$ cat config.mk
export PLATFORM = sky130hd
export DESIGN_NAME = mem_bist_master
export DESIGN_NICKNAME = d
export VERILOG_FILES = /design/src/rtl/mem_bist_pkg.sv /design/src/rtl/mem_bist_checker.sv /design/src/rtl/mem_bist_master.sv
export SDC_FILE = /design/constraint.sdc
export NUM_CORES = 1
export LEC_CHECK = 0
export CORE_MARGIN = 1.5
export CORE_UTILIZATION = 30
export CTS_CLUSTER_DIAMETER = 80
export DETAILED_ROUTE_END_ITERATION = 16
export PLACE_DENSITY = 0.66
export SLEW_MARGIN = 20
export SYNTH_ARGS = -nofsm -noshare
export SYNTH_HDL_FRONTEND = slang
export SYNTH_HIERARCHICAL = 1
export SYNTH_SLANG_ARGS = --single-unit
$ cat constraint.sdc
create_clock -name CLK -period 2.3 [get_ports CLK]
set_input_delay 0.575 -clock CLK [delete_from_list [all_inputs] [get_ports CLK]]
set_output_delay 0.575 -clock CLK [all_outputs]
set_load 0.1 [all_outputs]
$ cat src/rtl/mem_bist_pkg.sv
// mem_bist_pkg: phase encoding, request field map and data pattern.
// MEM_BIST_MISALIGN_EN enables the misaligned read pass phases.
package mem_bist_pkg;

    typedef enum logic [2:0] {
        PH_IDLE    = 3'd0,
        PH_WRITE   = 3'd1,
        PH_WDRAIN  = 3'd2,
        PH_READ    = 3'd3,
        PH_RDRAIN  = 3'd4,
        PH_DONE    = 3'd5,
        PH_MREAD   = 3'd6,
        PH_MRDRAIN = 3'd7
    } phase_e;

    localparam int RQ_W           = 65;
    localparam int RQ_ADDR_MSB    = 64;
    localparam int RQ_ADDR_LSB    = 33;
    localparam int RQ_ISWRITE_BIT = 32;
    localparam int RQ_DATA_MSB    = 31;

    function automatic logic [31:0] pat(
        input logic [31:0] addr,
        input logic [31:0] seed
    );
        return addr ^ seed;
    endfunction

endpackage

$ cat src/rtl/mem_bist_checker.sv
// mem_bist_checker: read-response compare, error count, first-fail capture.
// MEM_BIST_MISALIGN_EN adds the byte-offset window expectation.
module mem_bist_checker
    import mem_bist_pkg::*;
#(
    parameter logic [31:0] BASE_ADDR = 32'h0000_0000,
    parameter int          LGNW      = 8,
    parameter logic [31:0] SEED      = 32'hA5A5_0000
) (
    input  logic            clk,
    input  logic            rst_n,
    input  logic            clr_i,
    input  logic            restart_i,
    input  logic            mis_i,
    input  logic            chk_i,
    input  logic [31:0]     data_i,
    output logic [LGNW:0]   checked_o,
    output logic [15:0]     err_count_o,
    output logic [31:0]     first_fail_addr_o
);

    logic [LGNW:0] checked_q, checked_d;
    logic [15:0]   err_q, err_d;
    logic [31:0]   ffa_q, ffa_d;
    logic [31:0]   word_addr;
    logic [31:0]   exp_addr;
    logic [31:0]   exp_data;
    logic          miss;

`ifdef MEM_BIST_MISALIGN_EN
    logic [31:0] pat_lo;
    logic [31:0] pat_hi;
`else
    logic        unused_mis;
    assign unused_mis = mis_i;
`endif

    // Expected address and data for the next in-order read response
    always_comb begin
        word_addr = BASE_ADDR + (32'(checked_q) << 2);
        exp_addr  = word_addr;
        exp_data  = pat(word_addr, SEED);
`ifdef MEM_BIST_MISALIGN_EN
        pat_lo = pat(word_addr, SEED);
        pat_hi = pat(word_addr + 32'd4, SEED);
        if (mis_i) begin
            exp_addr = word_addr + 32'd1;
            exp_data = {pat_hi[7:0], pat_lo[31:8]};
        end
`endif
        miss = (exp_data != data_i);
    end

    // Counter, saturating error count and first-fail capture updates
    always_comb begin
        checked_d = checked_q;
        err_d     = err_q;
        ffa_d     = ffa_q;
        if (clr_i) begin
            checked_d = '0;
            err_d     = '0;
            ffa_d     = '0;
        end else begin
            if (restart_i) begin
                checked_d = '0;
            end
            if (chk_i) begin
                checked_d = checked_q + 1'b1;
                if (miss) begin
                    if (err_q != 16'hFFFF) begin
                        err_d = err_q + 16'd1;
                    end
                    if (err_q == 16'd0) begin
                        ffa_d = exp_addr;
                    end
                end
            end
        end
    end

    // Checker state registers
    always_ff @(posedge clk or negedge rst_n) begin
        if (!rst_n) begin
            checked_q <= '0;
            err_q     <= '0;
            ffa_q     <= '0;
        end else begin
            checked_q <= checked_d;
            err_q     <= err_d;
            ffa_q     <= ffa_d;
        end
    end

    assign checked_o         = checked_q;
    assign err_count_o       = err_q;
    assign first_fail_addr_o = ffa_q;

endmodule

$ cat src/rtl/mem_bist_master.sv
// mem_bist_master: write-then-read/compare BIST initiator on get/put ports.
// MEM_BIST_MISALIGN_EN adds a misaligned read pass before DONE.
module mem_bist_master
    import mem_bist_pkg::*;
#(
    parameter logic [31:0] BASE_ADDR       = 32'h0000_0000,
    parameter int          LGNW            = 8,
    parameter logic [31:0] SEED            = 32'hA5A5_0000,
    parameter int          MAX_OUTSTANDING = 2
) (
    input  logic            CLK,
    input  logic            RST_N,
    input  logic            start,
    output logic [RQ_W-1:0] obtain_rq_get,
    output logic            RDY_obtain_rq_get,
    input  logic            EN_obtain_rq_get,
    input  logic [31:0]     send_rs_put,
    input  logic            EN_send_rs_put,
    output logic            RDY_send_rs_put,
    output logic            done,
    output logic            pass,
    output logic [15:0]     err_count,
    output logic [31:0]     first_fail_addr,
    output logic            proto_err
);

    localparam int unsigned   NW_I    = 1 << LGNW;
    localparam logic [LGNW:0] NW      = NW_I[LGNW:0];
    localparam logic [2:0]    MAX_OUT = 3'(MAX_OUTSTANDING);

    phase_e        phase_q, phase_d;
    logic [LGNW:0] issued_q, issued_d;
    logic [2:0]    out_q, out_d;
    logic          done_q, done_d;
    logic          pass_q, pass_d;
    logic          proto_q, proto_d;
    logic          rs_rdy_q, rs_rdy_d;

    logic          mis_phase;
    logic          issue_phase;
    logic [LGNW:0] issue_lim;
    logic          rq_rdy;
    logic          xfer;
    logic          rsp_ok;
    logic          rsp_bad;
    logic          chk;
    logic          clr;
    logic          restart;
    logic [31:0]   rq_addr;
    logic          rq_wr;
    logic [31:0]   rq_data;
    logic [LGNW:0] checked;
    logic [15:0]   err_w;
    logic [31:0]   ffa_w;

`ifdef MEM_BIST_MISALIGN_EN
    assign mis_phase = (phase_q == PH_MREAD) || (phase_q == PH_MRDRAIN);
    assign issue_lim = (phase_q == PH_MREAD) ? NW - 1'b1 : NW;
    assign issue_phase = (phase_q == PH_WRITE) || (phase_q == PH_READ) ||
                         (phase_q == PH_MREAD);
`else
    assign mis_phase = 1'b0;
    assign issue_lim = NW;
    assign issue_phase = (phase_q == PH_WRITE) || (phase_q == PH_READ);
`endif

    assign rq_rdy  = issue_phase && (issued_q < issue_lim) && (out_q < MAX_OUT);
    assign xfer    = rq_rdy && EN_obtain_rq_get;
    assign rsp_ok  = EN_send_rs_put && (out_q != 3'd0);
    assign rsp_bad = EN_send_rs_put && (out_q == 3'd0);
    assign chk     = rsp_ok && ((phase_q == PH_READ) ||
                                (phase_q == PH_RDRAIN) || mis_phase);

    // Request word built from registered state only; zero when not offered
    always_comb begin
        rq_addr = BASE_ADDR + (32'(issued_q) << 2);
        if (mis_phase) begin
            rq_addr = rq_addr + 32'd1;
        end
        rq_wr   = (phase_q == PH_WRITE);
        rq_data = rq_wr ? pat(rq_addr, SEED) : 32'h0;
        obtain_rq_get = '0;
        if (rq_rdy) begin
            obtain_rq_get[RQ_ADDR_MSB:RQ_ADDR_LSB] = rq_addr;
            obtain_rq_get[RQ_ISWRITE_BIT]          = rq_wr;
            obtain_rq_get[RQ_DATA_MSB:0]           = rq_data;
        end
    end

    // Phase sequencing, issue/outstanding counters and result flags
    always_comb begin
        phase_d  = phase_q;
        issued_d = issued_q;
        out_d    = out_q;
        done_d   = done_q;
        pass_d   = pass_q;
        proto_d  = proto_q;
        rs_rdy_d = 1'b1;
        clr      = 1'b0;
        restart  = 1'b0;
        if (xfer && !rsp_ok) begin
            out_d = out_q + 3'd1;
        end else if (!xfer && rsp_ok) begin
            out_d = out_q - 3'd1;
        end
        if (xfer) begin
            issued_d = issued_q + 1'b1;
        end
        if (rsp_bad && (phase_q != PH_IDLE)) begin
            proto_d = 1'b1;
        end
        unique case (phase_q)
            PH_IDLE, PH_DONE: begin
                if (start) begin
                    phase_d  = PH_WRITE;
                    issued_d = '0;
                    done_d   = 1'b0;
                    pass_d   = 1'b0;
                    proto_d  = 1'b0;
                    clr      = 1'b1;
                end
            end
            PH_WRITE: begin
                if (issued_q == NW) begin
                    phase_d = PH_WDRAIN;
                end
            end
            PH_WDRAIN: begin
                if (out_q == 3'd0) begin
                    phase_d  = PH_READ;
                    issued_d = '0;
                end
            end
            PH_READ: begin
                if (issued_q == NW) begin
                    phase_d = PH_RDRAIN;
                end
            end
            PH_RDRAIN: begin
                if ((out_q == 3'd0) && (checked == NW)) begin
`ifdef MEM_BIST_MISALIGN_EN
                    phase_d  = PH_MREAD;
                    issued_d = '0;
                    restart  = 1'b1;
`else
                    phase_d = PH_DONE;
                    done_d  = 1'b1;
                    pass_d  = (err_w == 16'd0) && !proto_d;
`endif
                end
            end
`ifdef MEM_BIST_MISALIGN_EN
            PH_MREAD: begin
                if (issued_q == NW - 1'b1) begin
                    phase_d = PH_MRDRAIN;
                end
            end
            PH_MRDRAIN: begin
                if ((out_q == 3'd0) && (checked == NW - 1'b1)) begin
                    phase_d = PH_DONE;
                    done_d  = 1'b1;
                    pass_d  = (err_w == 16'd0) && !proto_d;
                end
            end
`endif
            default: begin
            end
        endcase
    end

    // Control state registers
    always_ff @(posedge CLK or negedge RST_N) begin
        if (!RST_N) begin
            phase_q  <= PH_IDLE;
            issued_q <= '0;
            out_q    <= '0;
            done_q   <= 1'b0;
            pass_q   <= 1'b0;
            proto_q  <= 1'b0;
            rs_rdy_q <= 1'b0;
        end else begin
            phase_q  <= phase_d;
            issued_q <= issued_d;
            out_q    <= out_d;
            done_q   <= done_d;
            pass_q   <= pass_d;
            proto_q  <= proto_d;
            rs_rdy_q <= rs_rdy_d;
        end
    end

    mem_bist_checker #(
        .BASE_ADDR (BASE_ADDR),
        .LGNW      (LGNW),
        .SEED      (SEED)
    ) u_checker (
        .clk               (CLK),
        .rst_n             (RST_N),
        .clr_i             (clr),
        .restart_i         (restart),
        .mis_i             (mis_phase),
        .chk_i             (chk),
        .data_i            (send_rs_put),
        .checked_o         (checked),
        .err_count_o       (err_w),
        .first_fail_addr_o (ffa_w)
    );

    assign RDY_obtain_rq_get = rq_rdy;
    assign RDY_send_rs_put   = rs_rdy_q;
    assign done              = done_q;
    assign pass              = pass_q;
    assign proto_err         = proto_q;
    assign err_count         = err_w;
    assign first_fail_addr   = ffa_w;

endmodule
* Word level (Yosys, flattened, before mapping)
Index checks and enable logic that the tools add are counted.
** Word-level totals
- Bits in registers :: 76
- Bits of input ports :: 37
- Output and inout bits :: 118
- Word-level logic and storage cells :: 98
** Cells by class
- $add $sub $neg :: 5
- Order comparisons :: 2
- Equal/unequal tests :: 14
- Mux-type cells :: 34
- Reduce and logical (&&, ||, !) cells :: 33
** Operator list (count)
- $mux W32 :: 5
- $mux W16 :: 4
- $mux W9 :: 5
- $mux W44 :: 1
- $ne A32 B32 Y1 :: 1
- $mux W3 :: 7
- $add A9 B1 Y9 const B :: 2
- $eq A9 B9 Y1 const B :: 2
- $pmux W9 S2 :: 1
- $add A16 B1 Y16 const B :: 1
- $logic_not A16 Y1 :: 1
- $ne A16 B16 Y1 const B :: 1
- $pmux W3 S5 :: 1
- $reduce_bool A2 Y1 :: 6
- $logic_and A1 B1 Y1 :: 11
- $lt A9 B9 Y1 const B :: 1
- $reduce_and A3 Y1 :: 3
- $mux W1 :: 8
- $eq A3 B2 Y1 const B :: 2
- $eq A3 B3 Y1 const B :: 2
- $logic_not A3 Y1 :: 2
- $ne A2 B1 Y1 const B :: 3
- $reduce_and A6 Y1 :: 1
- $reduce_bool A3 Y1 :: 2
- other kinds (10) :: 15

* Depth between registers and ports, before layout
- Word-level depth :: 9
- Gate-level depth with buffers :: 11
- Gate-level depth less buffers :: 9

* Modules after synthesis
Netlist, hierarchy kept.
** By module, submodules not included
- mem_bist_checker :: times used 1, cells an instance 258, area each 2249.7 um^2, seq. area each 850.8 um^2
- mem_bist_master :: times used 1, cells an instance 185, area each 1619.1 um^2, seq. area each 475.5 um^2

* Least setup slack after synthesis
Ideal clock, no wire load.
- Kind :: register -> output
- Start point :: register issued_q[8]
- End point :: output port obtain_rq_get[2]
- Arrival :: 3.115 ns
- Data required time :: 1.725 ns
- Slack :: -1.390 ns
- Cell stages (with the launch flop) :: 6
- Path buffers :: 1
- Cells stage by stage :: dfrtp_1 nor3_4 and2_1 nor2b_1 buf_2 and2_1
** Between the ends
- Word-level cells in the longest chain between the ends :: 4
** Ends and longest elaborated chain
- start: declaration :: line mem_bist_master.sv:32 : logic [LGNW:0] issued_q, issued_d;
- start signal: assignment :: line mem_bist_master.sv:183 : issued_q <= issued_d;
- $lt A9 B9 Y1 :: line mem_bist_master.sv:67 : assign rq_rdy = issue_phase && (issued_q < issue_lim) && (out_q < MAX_OUT);
- $logic_and A1 B1 Y1 (2 in series) :: line mem_bist_master.sv:67
- via RDY_obtain_rq_get :: line mem_bist_master.sv:15 : output logic RDY_obtain_rq_get,
- $mux W44 :: line mem_bist_master.sv:83 : if (rq_rdy) begin
- end: declaration :: line mem_bist_master.sv:14 : output logic [RQ_W-1:0] obtain_rq_get,
The timed path passes the listed nets, and every way through them passes these cells.

* Worst setup path in the final report
- Start point :: register phase_q[2]
- End point :: output port obtain_rq_get[9]
** Between the ends
- Word-level cells in the longest chain between the ends :: 5
- Elaborated cells between the ends (all ways) :: 7
- Classes of those cells :: eq/ne: 2; mux: 2; reduce/logical: 3
** Ends and longest elaborated chain
- start: declaration :: line mem_bist_master.sv:31 : phase_e phase_q, phase_d;
- start signal: assignment :: line mem_bist_master.sv:182 : phase_q <= phase_d;
- $eq A3 B1 Y1 / $eq A3 B2 Y1 (equally long branches) :: line mem_bist_master.sv:64, mem_bist_master.sv:80
- $logic_or A1 B1 Y1 :: line mem_bist_master.sv:64 : assign issue_phase = (phase_q == PH_WRITE) || (phase_q == PH_READ);
- $logic_and A1 B1 Y1 (2 in series) :: line mem_bist_master.sv:67
- $mux W44 * :: line mem_bist_master.sv:83
Mark *: on every way between the ends. The rest lies on a longest branch, timed or not.

==> results.txt <==
Outcome = finished, violations left
Failing checks = setup timing
Tcrit/Tclk final = 101.9%
Synth Cell Area = 3869 µm²
CTS buffer count = 5
Worst clock skew = 0.01389 ns
H-tree depth = 2
Fill cell instance count of the final layout = 1,219
Element type at the critical path start = register
Core Region = 12,620 µm²
Via count of the first global-routing pass = 3,404
CTS Hold Buffers Added = 0
Largest buffer count on any clock path = 2
Worst Tran Pin Value = 0.7164 ns
Number of non-filler instances in the completed layout = 752
Achievable Freq = 426.9 MHz
Clock slew seen by the registers of the worst setup and hold paths = 0.07 ns
Global placer's final weighted congestion = 0.8562
Min Tclk post-route = 2.343 ns
Biggest fanout along the worst timing path = 5
Arrival time of the worst setup path = 1.77 ns
Leading register cell type out of synthesis = dfrtp_1
Worst slew margin relative to its limit = 51.84%
Seq/Total Area, Yosys = 34.28%
Latest clock arrival within the worst-skew pair = 0.30 ns
Vias after detailed routing = 3,690
I/O pin total = 155
Die area = 13,590 µm²
Most area-hungry cell type in the Yosys netlist = dfrtp_1
Ranking of synthesized cells by area = dfrtp_1, buf_4, nand2_1
Overflow left after global routing = 0
Unrepaired setup endpoints after global routing = true
Antenna violations before repair = 0
Area added between synthesis and finish = 54.56%
Layout net count = 622
Critical path class = reg -> out
Kind of path behind the tightest hold check = in -> async
Max-cap violations = 0
Fraction of final layout cells with drive strength greater than 1 = 35.58%
Routed WL per cell = 14.93 µm
Count of final hold-check violations = 0
Average vias per placed instance = 4.907
Power per standard cell area = 851.5 nW/µm²
Global-route wire length before repair = 17,280 µm
Number of cells after detailed placement = 717
PnR worst setup slack = -0.04257 ns
Global router's overall resource usage = 16.04%
Number of pins with negative max-slew slack in the final report = 0
CP Capture Type = output pin
1st-iter DRT viols = 218
Post-synth ARST share = 100.0%
Clock sinks = 53
Layout Utilization = 47.38%
EDFF count, synth = 0
Warnings, synthesis = 6
Count of input and output buffers = 91
VDD IR max = 0.4534 mV
Flop and latch count out of synthesis = 53
Residual antenna-violating net count after detailed routing = 0
Unique masters post-synth = 65
Cell row count = 41
Mapped Cells = 443
Leakage = 2.722 nW
Initial Util = 30.66%
Drc violations = 0
Data required time of the critical path = 1.73 ns
Clock Tree Root = clkbuf_16
Horiz. Die Dim = 116.6 µm
First-pass iteration count of the detailed router = 4
Post-Synthesis Mean Instance Area = 8.733 µm²
Chip Height = 116.6 µm
TritonCTS clock tree = yes
Total of endpoints with negative setup slack in the final report = 12
Total wire length = 11,230 µm
Top-area cell type share of the netlist area = 34.28%
Largest net degree at the start of global routing = 54
Placed wire-length estimate after detailed placement = 7846 µm
-- sequential cells by signal (all words and copies together) (netlist names) --
register                     count
issued_q                         9
pass                             1
u_checker/first_fail_addr_o      9
phase_q                          3
u_checker/err_count_o           16
RDY_send_rs_put                  1
out_q                            3
proto_err                        1
u_checker/checked_o              9
done                             1
-- worst paths after layout --
| check | startpoint | end | slack (ns) | depth (start not counted) |
|---|---|---|---|---|
| min in group CLK | u_checker/first_fail_addr_o[3] | u_checker/first_fail_addr_o[3] | 0.50 | 2 |
| max in group asynchronous | RST_N | out_q[1] | 1.76 | 2 |
| hold / removal | RST_N | issued_q[6] | 0.27 | 2 |
| setup / recovery | phase_q[2] | obtain_rq_get[9] | -0.04 | 6 |
| hold reg to reg | u_checker/first_fail_addr_o[3] | u_checker/first_fail_addr_o[3] | 0.50 | 2 |
| setup reg to reg | phase_q[0] | u_checker/err_count_o[11] | 0 | 11 |
-- worst max-delay path, stage by stage (launching register included) --
cell,delay [ns]
dfrtp_2,0.44
and2b_2,0.23
and2_4,0.15
nor2b_4,0.22
buf_12,0.14
and2_4,0.14
buf_12,0.16
-- per-stage QoR --
stage	worst slack [ns]	area (µm²)	TNS, ns	total power, W	hold WS (ns)
final	-0.04257	5979	-0.3778	0.005092	0.2658
after global routing	-0.1199	5977	-1.994	0.005287	0.2919
after CTS	-0.04580	5622	-0.3635	0.005040	0.2812
after detailed placement	-0.5804	5211	-15.75	0.004089	0.4912
after global placement	-0.4962	5211	-13.41	0.004060	0.4693
after floorplan	-0.1986	4180	-2.843	0.003368	0.2794
-- synthesized netlist by cell type (4+ instances only) --
master    count
buf_4        73
dfrtp_1      53
nand2_1      35
o21ai_0      25
nor2_1       21
inv_1        20
nand3_1      18
nand4_1      16
and2_1       15
and3_1       14
xnor2_1      14
nor4_1       12
o41ai_1      10
clkbuf_1      7
or4_1         7
a21oi_1       6
ha_1          6
nor4b_1       6
nor3_1        5
xor2_1        5
buf_2         4
nor2b_1       4
o211ai_1      4
-- where the power goes --
group | switching (W) | internal [W]
clock | 0.000370 | 0.000418
combinational | 0.00208 | 0.00108
sequential | 0.000118 | 0.00102
-- metal layers --
metal  share of wire, %  track usage [%]
met1                 41            19.62
met2                 52            29.18
met3                4.9            2.335
met4                1.9            4.900
met5                  0                0
-- logic make-up after synthesis --
| group | after synthesis | synth area share [%] |
|---|---|---|
| multiplexers | 3 | 0.8408 |
| XOR/XNOR | 19 | 4.301 |
| AO/OA/AOI/OAI | 71 | 12.55 |
| other | 3 | 0.2911 |
| buffers and inverters | 107 | 17.85 |
| flip-flops | 53 | 34.28 |
| AND/OR/NAND/NOR | 180 | 27.43 |
| adder cells (fa/ha/maj) | 7 | 2.458 |
-- layout by cell type (no fill, tap or decap), types with 4 or more instances in the layout --
cell / netlist / routed
dfrtp_2: 0 / 11
nor2_1: 21 / 20
or4_1: 7 / 4
o21ai_0: 25 / 20
nand2_1: 35 / 33
and3_1: 14 / 7
dlymetal6s2s_1: 0 / 14
nor4_1: 12 / 9
and2_1: 15 / 6
dfrtp_1: 53 / 42
buf_6: 1 / 5
o41ai_2: 0 / 4
nand3_2: 0 / 4
nand3_1: 18 / 14
inv_1: 20 / 19
nand4_1: 16 / 16
ha_1: 6 / 6
conb_1: 3 / 65
clkdlybuf4s50_1: 0 / 19
nor3_1: 5 / 4
buf_12: 0 / 33
clkbuf_16: 0 / 6
or4_4: 1 / 4
xor2_1: 5 / 5
and2_4: 0 / 9
xnor2_1: 14 / 14
and3_2: 1 / 8
a21oi_1: 6 / 5
o21ai_2: 0 / 4
buf_4: 73 / 72
o211ai_1: 4 / 4
o41ai_1: 10 / 6
-- timing repair --
action / 4_1_cts / 5_1_grt
gates resized for setup: 24 / 58
gates cloned: 3 / 2
hold endpoints to repair: 0 / 0
pin swaps: 5 / 16
endpoints found under the setup margin: 48 / 54
buffers inserted: 13 / 9
-- final cells by class --
class	instances	area [µm²]	share of cell area, %
Multi-Input combinational cell	348	2452	41.01
Timing Repair Buffer	150	1740	29.11
Antenna cell	1	2.502	0.04185
Clock inverter	3	28.78	0.4813
Tap cell	172	215.2	3.599
Sequential cell	53	1340	22.41
Clock buffer	5	125.1	2.092
Inverter	20	75.07	1.255
Power figures use the tool's default switching activity.
